<file path="src/rtl/mult_signed_arbiter_pkg.sv">
// Shared definitions for the round-robin signed multiplier scheduler:
// FSM state encoding and the clog2 helper used to size requester indices.
package mult_signed_arbiter_pkg;

    typedef enum logic [1:0] {
        ST_IDLE = 2'd0,
        ST_CALC = 2'd1,
        ST_HOLD = 2'd2
    } state_t;

    // Ceiling log2, usable in constant expressions for index widths.
    function automatic int clog2(input int value);
        int result;
        result = 0;
        for (int i = 0; i < 31; i++) begin
            if ((32'sd1 <<< i) < value) begin
                result = i + 1;
            end else begin
                result = result;
            end
        end
        return result;
    endfunction

endpackage

</file>
<file path="src/rtl/mult_signed_arbiter_if.sv">
// Requester and result handshake bundle of the shared multiplier.
// master: requesters/consumer side; slave: the scheduler itself.
interface mult_signed_arbiter_if
    import mult_signed_arbiter_pkg::*;
#(
    parameter int DATA_WIDTH = 6,
    parameter int NUM_REQ    = 4
);
    localparam int ID_WIDTH = clog2(NUM_REQ);

    logic [NUM_REQ-1:0]            REQ_VALID;
    logic [NUM_REQ-1:0]            REQ_READY;
    logic [NUM_REQ*DATA_WIDTH-1:0] REQ_A;
    logic [NUM_REQ*DATA_WIDTH-1:0] REQ_B;
    logic                          RES_VALID;
    logic                          RES_READY;
    logic [2*DATA_WIDTH-1:0]       RES_DATA;
    logic [ID_WIDTH-1:0]           RES_ID;
    logic                          BUSY;

    modport master (
        output REQ_VALID, REQ_A, REQ_B, RES_READY,
        input  REQ_READY, RES_VALID, RES_DATA, RES_ID, BUSY
    );

    modport slave (
        input  REQ_VALID, REQ_A, REQ_B, RES_READY,
        output REQ_READY, RES_VALID, RES_DATA, RES_ID, BUSY
    );

endinterface

</file>
<file path="src/rtl/mult_signed_arbiter_mult.sv">
// Shared full-precision signed multiplier. Both operands are sign-extended
// to the product width so the result never saturates or wraps.
module MULT_LUT_SIGNED #(
    parameter int DATA_WIDTH = 6
) (
    input  logic signed [DATA_WIDTH-1:0]   op_a,
    input  logic signed [DATA_WIDTH-1:0]   op_b,
    output logic signed [2*DATA_WIDTH-1:0] product
);
    localparam int PW = 2 * DATA_WIDTH;

    assign product = PW'(op_a) * PW'(op_b);

endmodule

</file>
<file path="src/rtl/mult_signed_arbiter.sv">
// Round-robin scheduler sharing one signed multiplier among NUM_REQ
// requesters. A granted operand pair is registered (IDLE), multiplied from
// the registers only (CALC), and the product is held until consumed (HOLD).
module mult_signed_arbiter
    import mult_signed_arbiter_pkg::*;
#(
    parameter int DATA_WIDTH = 6,
    parameter int NUM_REQ    = 4
) (
    input  logic                  CLK,
    input  logic                  nRST,
    mult_signed_arbiter_if.slave  bus
);
    localparam int ID_WIDTH = clog2(NUM_REQ);
    localparam int SW       = ID_WIDTH + 1;
    localparam int PW       = 2 * DATA_WIDTH;

    state_t                        state_r;
    state_t                        state_next_s;
    logic [ID_WIDTH-1:0]           ptr_r;
    logic signed [DATA_WIDTH-1:0]  op_a_r;
    logic signed [DATA_WIDTH-1:0]  op_b_r;
    logic [ID_WIDTH-1:0]           op_id_r;
    logic signed [PW-1:0]          product_s;
    logic [PW-1:0]                 res_data_r;
    logic [ID_WIDTH-1:0]           res_id_r;
    logic                          res_valid_r;
    logic                          busy_r;
    logic                          grant_found_s;
    logic [ID_WIDTH-1:0]           grant_idx_s;
    logic [SW-1:0]                 scan_idx_s;
    logic [NUM_REQ-1:0]            req_ready_s;
    logic                          handshake_s;

    // Round-robin search: first valid requester at or above ptr, wrapping.
    always_comb begin
        grant_found_s = 1'b0;
        grant_idx_s   = '0;
        scan_idx_s    = '0;
        for (int off = 0; off < NUM_REQ; off++) begin
            scan_idx_s = {1'b0, ptr_r} + SW'(off);
            if (scan_idx_s >= SW'(NUM_REQ)) begin
                scan_idx_s = scan_idx_s - SW'(NUM_REQ);
            end else begin
                scan_idx_s = scan_idx_s;
            end
            if (!grant_found_s && bus.REQ_VALID[scan_idx_s[ID_WIDTH-1:0]]) begin
                grant_found_s = 1'b1;
                grant_idx_s   = scan_idx_s[ID_WIDTH-1:0];
            end else begin
                grant_found_s = grant_found_s;
            end
        end
    end

    // One-hot grant, only offered while idle and out of reset.
    always_comb begin
        req_ready_s = '0;
        if (nRST && (state_r == ST_IDLE) && grant_found_s) begin
            req_ready_s = NUM_REQ'(1) << grant_idx_s;
        end else begin
            req_ready_s = '0;
        end
    end

    assign handshake_s = |(bus.REQ_VALID & req_ready_s);

    // Next-state logic for the IDLE -> CALC -> HOLD cycle.
    always_comb begin
        state_next_s = state_r;
        case (state_r)
            ST_IDLE: begin
                if (handshake_s) begin
                    state_next_s = ST_CALC;
                end else begin
                    state_next_s = ST_IDLE;
                end
            end
            ST_CALC: state_next_s = ST_HOLD;
            ST_HOLD: begin
                if (bus.RES_READY) begin
                    state_next_s = ST_IDLE;
                end else begin
                    state_next_s = ST_HOLD;
                end
            end
            default: state_next_s = ST_IDLE;
        endcase
    end

    // State register; BUSY is registered alongside from the next state.
    always_ff @(posedge CLK or negedge nRST) begin
        if (!nRST) begin
            state_r <= ST_IDLE;
            busy_r  <= 1'b0;
        end else begin
            state_r <= state_next_s;
            busy_r  <= (state_next_s != ST_IDLE);
        end
    end

    // Operand capture, pointer advance and result registers.
    always_ff @(posedge CLK or negedge nRST) begin
        if (!nRST) begin
            ptr_r       <= '0;
            op_a_r      <= '0;
            op_b_r      <= '0;
            op_id_r     <= '0;
            res_data_r  <= '0;
            res_id_r    <= '0;
            res_valid_r <= 1'b0;
        end else begin
            case (state_r)
                ST_IDLE: begin
                    if (handshake_s) begin
                        op_a_r  <= bus.REQ_A[grant_idx_s*DATA_WIDTH +: DATA_WIDTH];
                        op_b_r  <= bus.REQ_B[grant_idx_s*DATA_WIDTH +: DATA_WIDTH];
                        op_id_r <= grant_idx_s;
                        if (grant_idx_s == ID_WIDTH'(NUM_REQ - 1)) begin
                            ptr_r <= '0;
                        end else begin
                            ptr_r <= grant_idx_s + ID_WIDTH'(1);
                        end
                    end
                end
                ST_CALC: begin
                    res_data_r  <= product_s;
                    res_id_r    <= op_id_r;
                    res_valid_r <= 1'b1;
                end
                ST_HOLD: begin
                    if (bus.RES_READY) begin
                        res_valid_r <= 1'b0;
                    end
                end
                default: begin
                    res_valid_r <= 1'b0;
                end
            endcase
        end
    end

    MULT_LUT_SIGNED #(
        .DATA_WIDTH (DATA_WIDTH)
    ) u_mult (
        .op_a    (op_a_r),
        .op_b    (op_b_r),
        .product (product_s)
    );

    assign bus.REQ_READY = req_ready_s;
    assign bus.RES_VALID = res_valid_r;
    assign bus.RES_DATA  = res_data_r;
    assign bus.RES_ID    = res_id_r;
    assign bus.BUSY      = busy_r;

endmodule

</file>
<file path="src/flat_wrapper.sv">
// flat-port wrapper written by rule: the top's interface ports become plain ports
module mult_signed_arbiter_flat import mult_signed_arbiter_pkg::*;
#(
    parameter int DATA_WIDTH = 6,
    parameter int NUM_REQ    = 4
)
  (CLK, nRST, bus_REQ_VALID, bus_REQ_A, bus_REQ_B, bus_RES_READY, bus_REQ_READY, bus_RES_VALID, bus_RES_DATA, bus_RES_ID, bus_BUSY);
  mult_signed_arbiter_if #(.DATA_WIDTH(DATA_WIDTH), .NUM_REQ(NUM_REQ)) bus_i ();
  input  logic CLK;
  input  logic nRST;
  input wire logic [$bits(bus_i.REQ_VALID)-1:0] bus_REQ_VALID;
  input wire logic [$bits(bus_i.REQ_A)-1:0] bus_REQ_A;
  input wire logic [$bits(bus_i.REQ_B)-1:0] bus_REQ_B;
  input wire logic [$bits(bus_i.RES_READY)-1:0] bus_RES_READY;
  output wire logic [$bits(bus_i.REQ_READY)-1:0] bus_REQ_READY;
  output wire logic [$bits(bus_i.RES_VALID)-1:0] bus_RES_VALID;
  output wire logic [$bits(bus_i.RES_DATA)-1:0] bus_RES_DATA;
  output wire logic [$bits(bus_i.RES_ID)-1:0] bus_RES_ID;
  output wire logic [$bits(bus_i.BUSY)-1:0] bus_BUSY;
  assign bus_i.REQ_VALID = bus_REQ_VALID;
  assign bus_i.REQ_A = bus_REQ_A;
  assign bus_i.REQ_B = bus_REQ_B;
  assign bus_i.RES_READY = bus_RES_READY;
  assign bus_REQ_READY = bus_i.REQ_READY;
  assign bus_RES_VALID = bus_i.RES_VALID;
  assign bus_RES_DATA = bus_i.RES_DATA;
  assign bus_RES_ID = bus_i.RES_ID;
  assign bus_BUSY = bus_i.BUSY;
  mult_signed_arbiter #(.DATA_WIDTH(DATA_WIDTH), .NUM_REQ(NUM_REQ)) u_core (.CLK(CLK), .nRST(nRST), .bus(bus_i));
endmodule
</file>
<file path="config.mk">
export PLATFORM = sky130hd
export DESIGN_NAME = mult_signed_arbiter_flat
export DESIGN_NICKNAME = d
export VERILOG_FILES = /design/src/rtl/mult_signed_arbiter_pkg.sv /design/src/rtl/mult_signed_arbiter_if.sv /design/src/rtl/mult_signed_arbiter_mult.sv /design/src/rtl/mult_signed_arbiter.sv /design/src/flat_wrapper.sv
export SDC_FILE = /design/constraint.sdc
export NUM_CORES = 1
export LEC_CHECK = 0
export CAP_MARGIN = 20
export CELL_PAD_IN_SITES_DETAIL_PLACEMENT = 1
export CELL_PAD_IN_SITES_GLOBAL_PLACEMENT = 2
export CORE_MARGIN = 5
export CORE_UTILIZATION = 28
export DETAILED_ROUTE_END_ITERATION = 6
export GPL_ROUTABILITY_DRIVEN = 0
export PLACE_DENSITY = 0.81
export SLEW_MARGIN = 20
export SYNTH_ARGS = -nofsm -noshare
export SYNTH_HDL_FRONTEND = slang
export SYNTH_SLANG_ARGS = --single-unit
</file>
<file path="constraint.sdc">
create_clock -name CLK -period 4.2 [get_ports CLK]
set_input_delay 0.84 -clock CLK [delete_from_list [all_inputs] [get_ports CLK]]
set_output_delay 0.84 -clock CLK [all_outputs]
set_load 0.01 [all_outputs]
</file>
# After elaboration in Yosys (flattened, before gate mapping)
# Cells that the tools add are included.
[classes]
add_sub_neg = 8
multipliers = 2
n_lt_le_gt_ge = 8
n_eq_ne = 4
n_shift = 3
mux = 27
n_bitwise = 2
reduce_logical = 13
[ops]
columns = ["cell", "count"]
rows = [
  ["variable part select 24 x 6 -> 6 bit", 2],
  ["2-to-1 mux 2 bit", 10],
  ["less-than comparator 2 x 3 -> 1 bit, second input constant", 4],
  ["multiplier 6 x 6 -> 12 bit", 1],
  ["2-to-1 mux 1 bit", 10],
  [">= comparator 3 bit, second input constant", 3],
  ["binary-select mux 1 bit (select 2 bit)", 4],
  ["subtractor 2 x 1 -> 2 bit, second input constant", 4],
  ["adder 2 x 2 -> 3 bit, second input constant", 2],
  ["case mux 2 bit (3 select lines)", 1],
  ["logical AND 1 bit", 5],
  ["AND 4 bit", 1],
  ["equality test 2 bit, second input constant", 2],
  ["multiplier 2 x 2 -> 4 bit, second input constant", 1],
  ["2-to-1 mux 4 bit", 1],
  ["AND reduction 2 bit", 2],
  ["OR reduction 4 bit", 1],
  ["left shift 1 x 2 -> 4 bit, first input constant", 1],
  ["adder 2 x 1 -> 3 bit, second input constant", 1],
  [">= comparator 2 x 3 -> 1 bit, second input constant", 1],
  ["logical NOT 1 bit", 3],
  ["case mux 1 bit (3 select lines)", 1],
  ["adder 2 x 1 -> 2 bit, second input constant", 1],
  ["equality test 2 x 1 -> 1 bit, second input constant", 1],
  ["other kinds (4)", 4],
]
[totals]
register_bits = 34
input_bits = 55
output_inout_bits = 20
wordCells = 76

# Logic depth before layout (Yosys ltp)
[depth]
depth_word = 21
depth_mapped = 14
ltp_nobuf = 14

# By module
# From an unflattened synthesis, not the netlist that was laid out.
[unflattened]
hier_cells = 322
area_unflattened_um2 = 3260.6
[modules_own_cells]
columns = ["mod", "instances", "cells_per_inst", "area_each_um2", "seq_area_each_um2"]
rows = [
  ["mult_signed_arbiter", 1, 176, 1919.3, 850.8],
  ["MULT_LUT_SIGNED", 1, 146, 1341.3, 0.0],
]

# Worst setup path before layout
# OpenSTA, ideal clock, no wires.
[synth_timing]
path_kind = "register to register"
start = "register u_core.op_a_r[0]"
end = "register u_core.res_data_r[10] (netlist: u_core.bus.RES_DATA[10])"
arrival_ns = 4.052
setup_slack_ns = 0.017
stages_incl_launch_ff = 13
n_path_buf = 0
synth_period_minus_slack_ns = 4.183
cell_sequence = "dfrtp_1 > nand2b_1 > fa_1 > fa_1 > inv_1 > fa_1 > fa_1 > fa_1 > a21o_1 > a21o_1 > a21oi_1 > nor4b_1 > or3_1"
[synth_via]
elab_chain_cells = 1
[synth_rtl]
columns = ["element", "line_no", "rtl"]
rows = [
  ["start: declaration", "mult_signed_arbiter.sv:21", "logic signed [DATA_WIDTH-1:0] op_a_r;"],
  ["start signal: assignment", "mult_signed_arbiter.sv:116", "op_a_r <= bus.REQ_A[grant_idx_s*DATA_WIDTH +: DATA_WIDTH];"],
  ["multiplier 6 x 6 -> 12 bit", "mult_signed_arbiter_mult.sv:12", "assign product = PW'(op_a) * PW'(op_b);"],
  ["end signal: assignment", "mult_signed_arbiter.sv:127", "res_data_r <= product_s;"],
  ["end: declaration", "mult_signed_arbiter.sv:25", "logic [PW-1:0] res_data_r;"],
]
# No other way between the ends.
# A chain may end at the register's enable or synchronous reset.

# Worst setup path after layout
# Same ends and word-level chain as after synthesis.

==> flow_summary_export.csv <==
group,metric,value,unit
clock_network,cts_max_path_buffers,2,
power_and_ir_drop,ir_drop,0.4353,mV
layout,num_antenna_cells,0,
routing,drc,0,
logic_synthesis,postSynthAreaPerCell,10.52,um2
clock_network,cts_made_buffers,5,
setup_path,cp-start-kind,"flip-flop",
sta,tightest_slew,0.4699,ns
grt,antenna_found_initial,0,
layout,area_growth,36.81,%
status,outcome,"finished, final reports clean",
clock_network,clk_latency,0.30,ns
logic_synthesis,ys_async_sr_fraction,1.000,
die,rows,38,
power_and_ir_drop,p_comb_frac,0.765,
routing,viasPerCell,4.526,
logic_synthesis,netlist.area_leader.share,0.2760,
die,die-height,114.9,um
min_path,hold_class,"reg2reg",
die,boundaryPins,75,
layout,regArea,850.8,um2
logic_synthesis,seq_area_frac_synth,0.2760,
power_and_ir_drop,switching_share,0.4467,
logic_synthesis,netlist_top_cells_area,"dfrtp_1, fa_1, ha_1, mux2i_1, and2_1",
sta,relSlewSlack,0.6867,
sta,fin_worst_skew,0.01237,ns
logic_synthesis,ys_seq_elements,34,
setup_path,arrival,4.19,ns
layout,post-route-util,0.3908,
grt,grt_max_degree,35,
sta,rsz0062_at_grt,"false",
power_and_ir_drop,clockPowerShare,0.083,
grt,grt_pass1_wl,12720,um
routing,ant_nets,0,
place,dpl-instance-area,4070,um2
routing,drt-total-wl,7477,um
logic_synthesis,synth_cells,293,
sta,setup_viol_count_final,0,
power_and_ir_drop,netSwitchingPower,1.681,mW
setup_path,reg2reg_slack,0.19,ns
logic_synthesis,synthMostInstantiatedCell,"nand2_1",
logic_synthesis,yosysUniqueCellTypes,40,
sta,max_freq,0.2494,GHz
layout,nFillCells,1211,
sta,tns,0,ns
power_and_ir_drop,leakagePower,2.006,nW
routing,firstDrtPassIters,4,
logic_synthesis,synth_edf_count,0,
setup_path,worstPathMaxFanout,2,
routing,vias,2376,
layout,multi_input_area,2093,um2
logic_synthesis,syn_nets,399,
logic_synthesis,ys_warn_count,0,
setup_path,worstPathRequired,4.38,ns
grt,track_usage,0.1172,
grt,grt_pass1_vias,2616,
power_and_ir_drop,power_density,892.2,nW/um2
sta,hold_violations,0,
power_and_ir_drop,p_total,3.763,mW
die,initial_utilization,0.2856,
place,port_buffers,74,
logic_synthesis,synth-main-ff-cell,"dfrtp_1",
layout,drive_gt1_frac,0.1351,
clock_network,htree_num_levels,2,
routing,avgRoutedWirePerCell,14.24,um
clock_network,cts.sinks,34,
logic_synthesis,yosysTopAreaCell,"dfrtp_1",
layout,fin_area,4218,um2
logic_synthesis,synth_area,3083,um2
clock_network,cts_tree,"done",
setup_path,crit_type,"reg2reg",
sta,finalCritPeriodShare,0.9546,
power_and_ir_drop,p_int,2.082,mW
layout,nets,490,
logic_synthesis,synth_common_cells,"nand2_1, dfrtp_1, inv_1, fa_1, ha_1",
die,design.core.area,10790,um2
clock_network,clk_pin_slew,0.08,ns
sta,finalMaxSlewViolations,0,
power_and_ir_drop,pwr-share-seq,0.153,
die,die_w,114.9,um
die,die-area,13210,um2
flow_run,cap_violations,0,
routing,drtIter0Drc,36,
setup_path,critPathCaptureType,"flip-flop",
place,hpwl,6423,um
grt,overflow,0,
layout,fin_cells,525,
sta,period_minus_slack,4.009,ns
clock_network,root_buffer,"clkbuf_8",
place,dp_cells,516,
==> final cells by class <==
class | instances | area share
clock buffer | 6 | 0.01721
clock inverter | 2 | 0.008899
inverter | 28 | 0.02611
multi-input combinational | 222 | 0.4963
sequential | 34 | 0.2017
tap | 140 | 0.04153
timing repair buffer | 93 | 0.2082
==> power groups by stage <==
stage          Sequential (mW)  Clock, mW  Combinational (mW)
2_1_floorplan            0.629          0                1.95
3_3_place_gp             0.575          0                2.76
3_5_place_dp             0.583          0                2.83
4_1_cts                  0.577      0.321                2.85
5_1_grt                  0.595      0.333                3.28
6_report                 0.574      0.311                2.88
==> registers in the layout (all words and copies together) (netlist names) <==
register              flops
u_core.bus.RES_DATA      12
u_core.op_a_r             6
u_core.op_b_r             6
u_core.bus.RES_ID         2
u_core.op_id_r            2
u_core.ptr_r              2
u_core.state_r            2
u_core.bus.BUSY           1
u_core.bus.RES_VALID      1
==> routing by layer <==
layer	vias up	global-route usage	share of wire
met5	-	0	0
met4	0	0.01878	0.0045
met3	5	0.02842	0.054
met2	56	0.2037	0.49
met1	1135	0.1506	0.45
li1	1180	-	-
==> per-stage QoR <==
| step | setup slack [ns] | hold slack, ns |
|---|---|---|
| after floorplan | 0.01714 | 0.4419 |
| after global placement | 0.02535 | 0.4623 |
| after detailed placement | -0.07329 | 0.4735 |
| after CTS | 0.01606 | 0.4911 |
| after global routing | 0.01446 | 0.5060 |
| final | 0.1906 | 0.4842 |
==> final timing paths <==
kind,start,to,cells past startpoint
worst max-delay path,u_core.op_a_r[0],u_core.bus.RES_DATA[10],12
worst min-delay path,u_core.bus.RES_VALID,u_core.bus.RES_VALID,1
worst max register to register,u_core.op_a_r[0],u_core.bus.RES_DATA[10],12
worst min register to register,u_core.bus.RES_VALID,u_core.bus.RES_VALID,1
max in group asynchronous,nRST,u_core.ptr_r[0],2
min in group asynchronous,nRST,u_core.bus.RES_DATA[8],2
==> layout by cell type (no fill, tap or decap), types with 2 or more instances in the layout <==
cell type,instances
dfrtp_1,34
o221ai_1,11
nand2_1,35
a22oi_1,2
a21o_1,4
clkbuf_8,5
o21ai_0,11
fa_2,3
nand2b_1,6
ha_1,24
mux2_2,9
mux2i_1,24
nor2_1,2
xnor2_1,8
xor2_1,3
clkdlybuf4s50_1,73
and2_1,24
nor2b_1,2
a211oi_1,2
inv_1,26
nand2_4,2
fa_1,23
buf_4,19
a21oi_1,7
==> kinds of logic after synthesis <==
| logic type | count (synthesis) | synth area share |
|---|---|---|
| and+or+nand+nor | 81 | 0.1465 |
| adders and majority gates | 51 | 0.2703 |
| AOI/OAI and AO/OA | 46 | 0.1067 |
| buffers and inverters | 37 | 0.05844 |
| DFF | 34 | 0.2760 |
| muxes | 33 | 0.1108 |
| xor gates and xnor gates | 11 | 0.03125 |
==> worst max-delay path, stage by stage, from the launching register on <==
cell and delay, ns:
dfrtp_1 0.39, nand2b_4 0.14, fa_1 0.48, fa_1 0.54, inv_1 0.05, fa_1 0.54
fa_2 0.48, fa_2 0.38, a21o_1 0.19, a21o_1 0.18, a21oi_1 0.14, nor4b_1 0.06
or3_1 0.32
==> timing repair <==
action	CTS	global route
gates cloned	0	0
resized for setup	1	7
buffers inserted	0	1
hold buffers	0	0
endpoints found under the setup margin	1	2
pin swaps	1	7
Power figures use the tool's default switching activity.
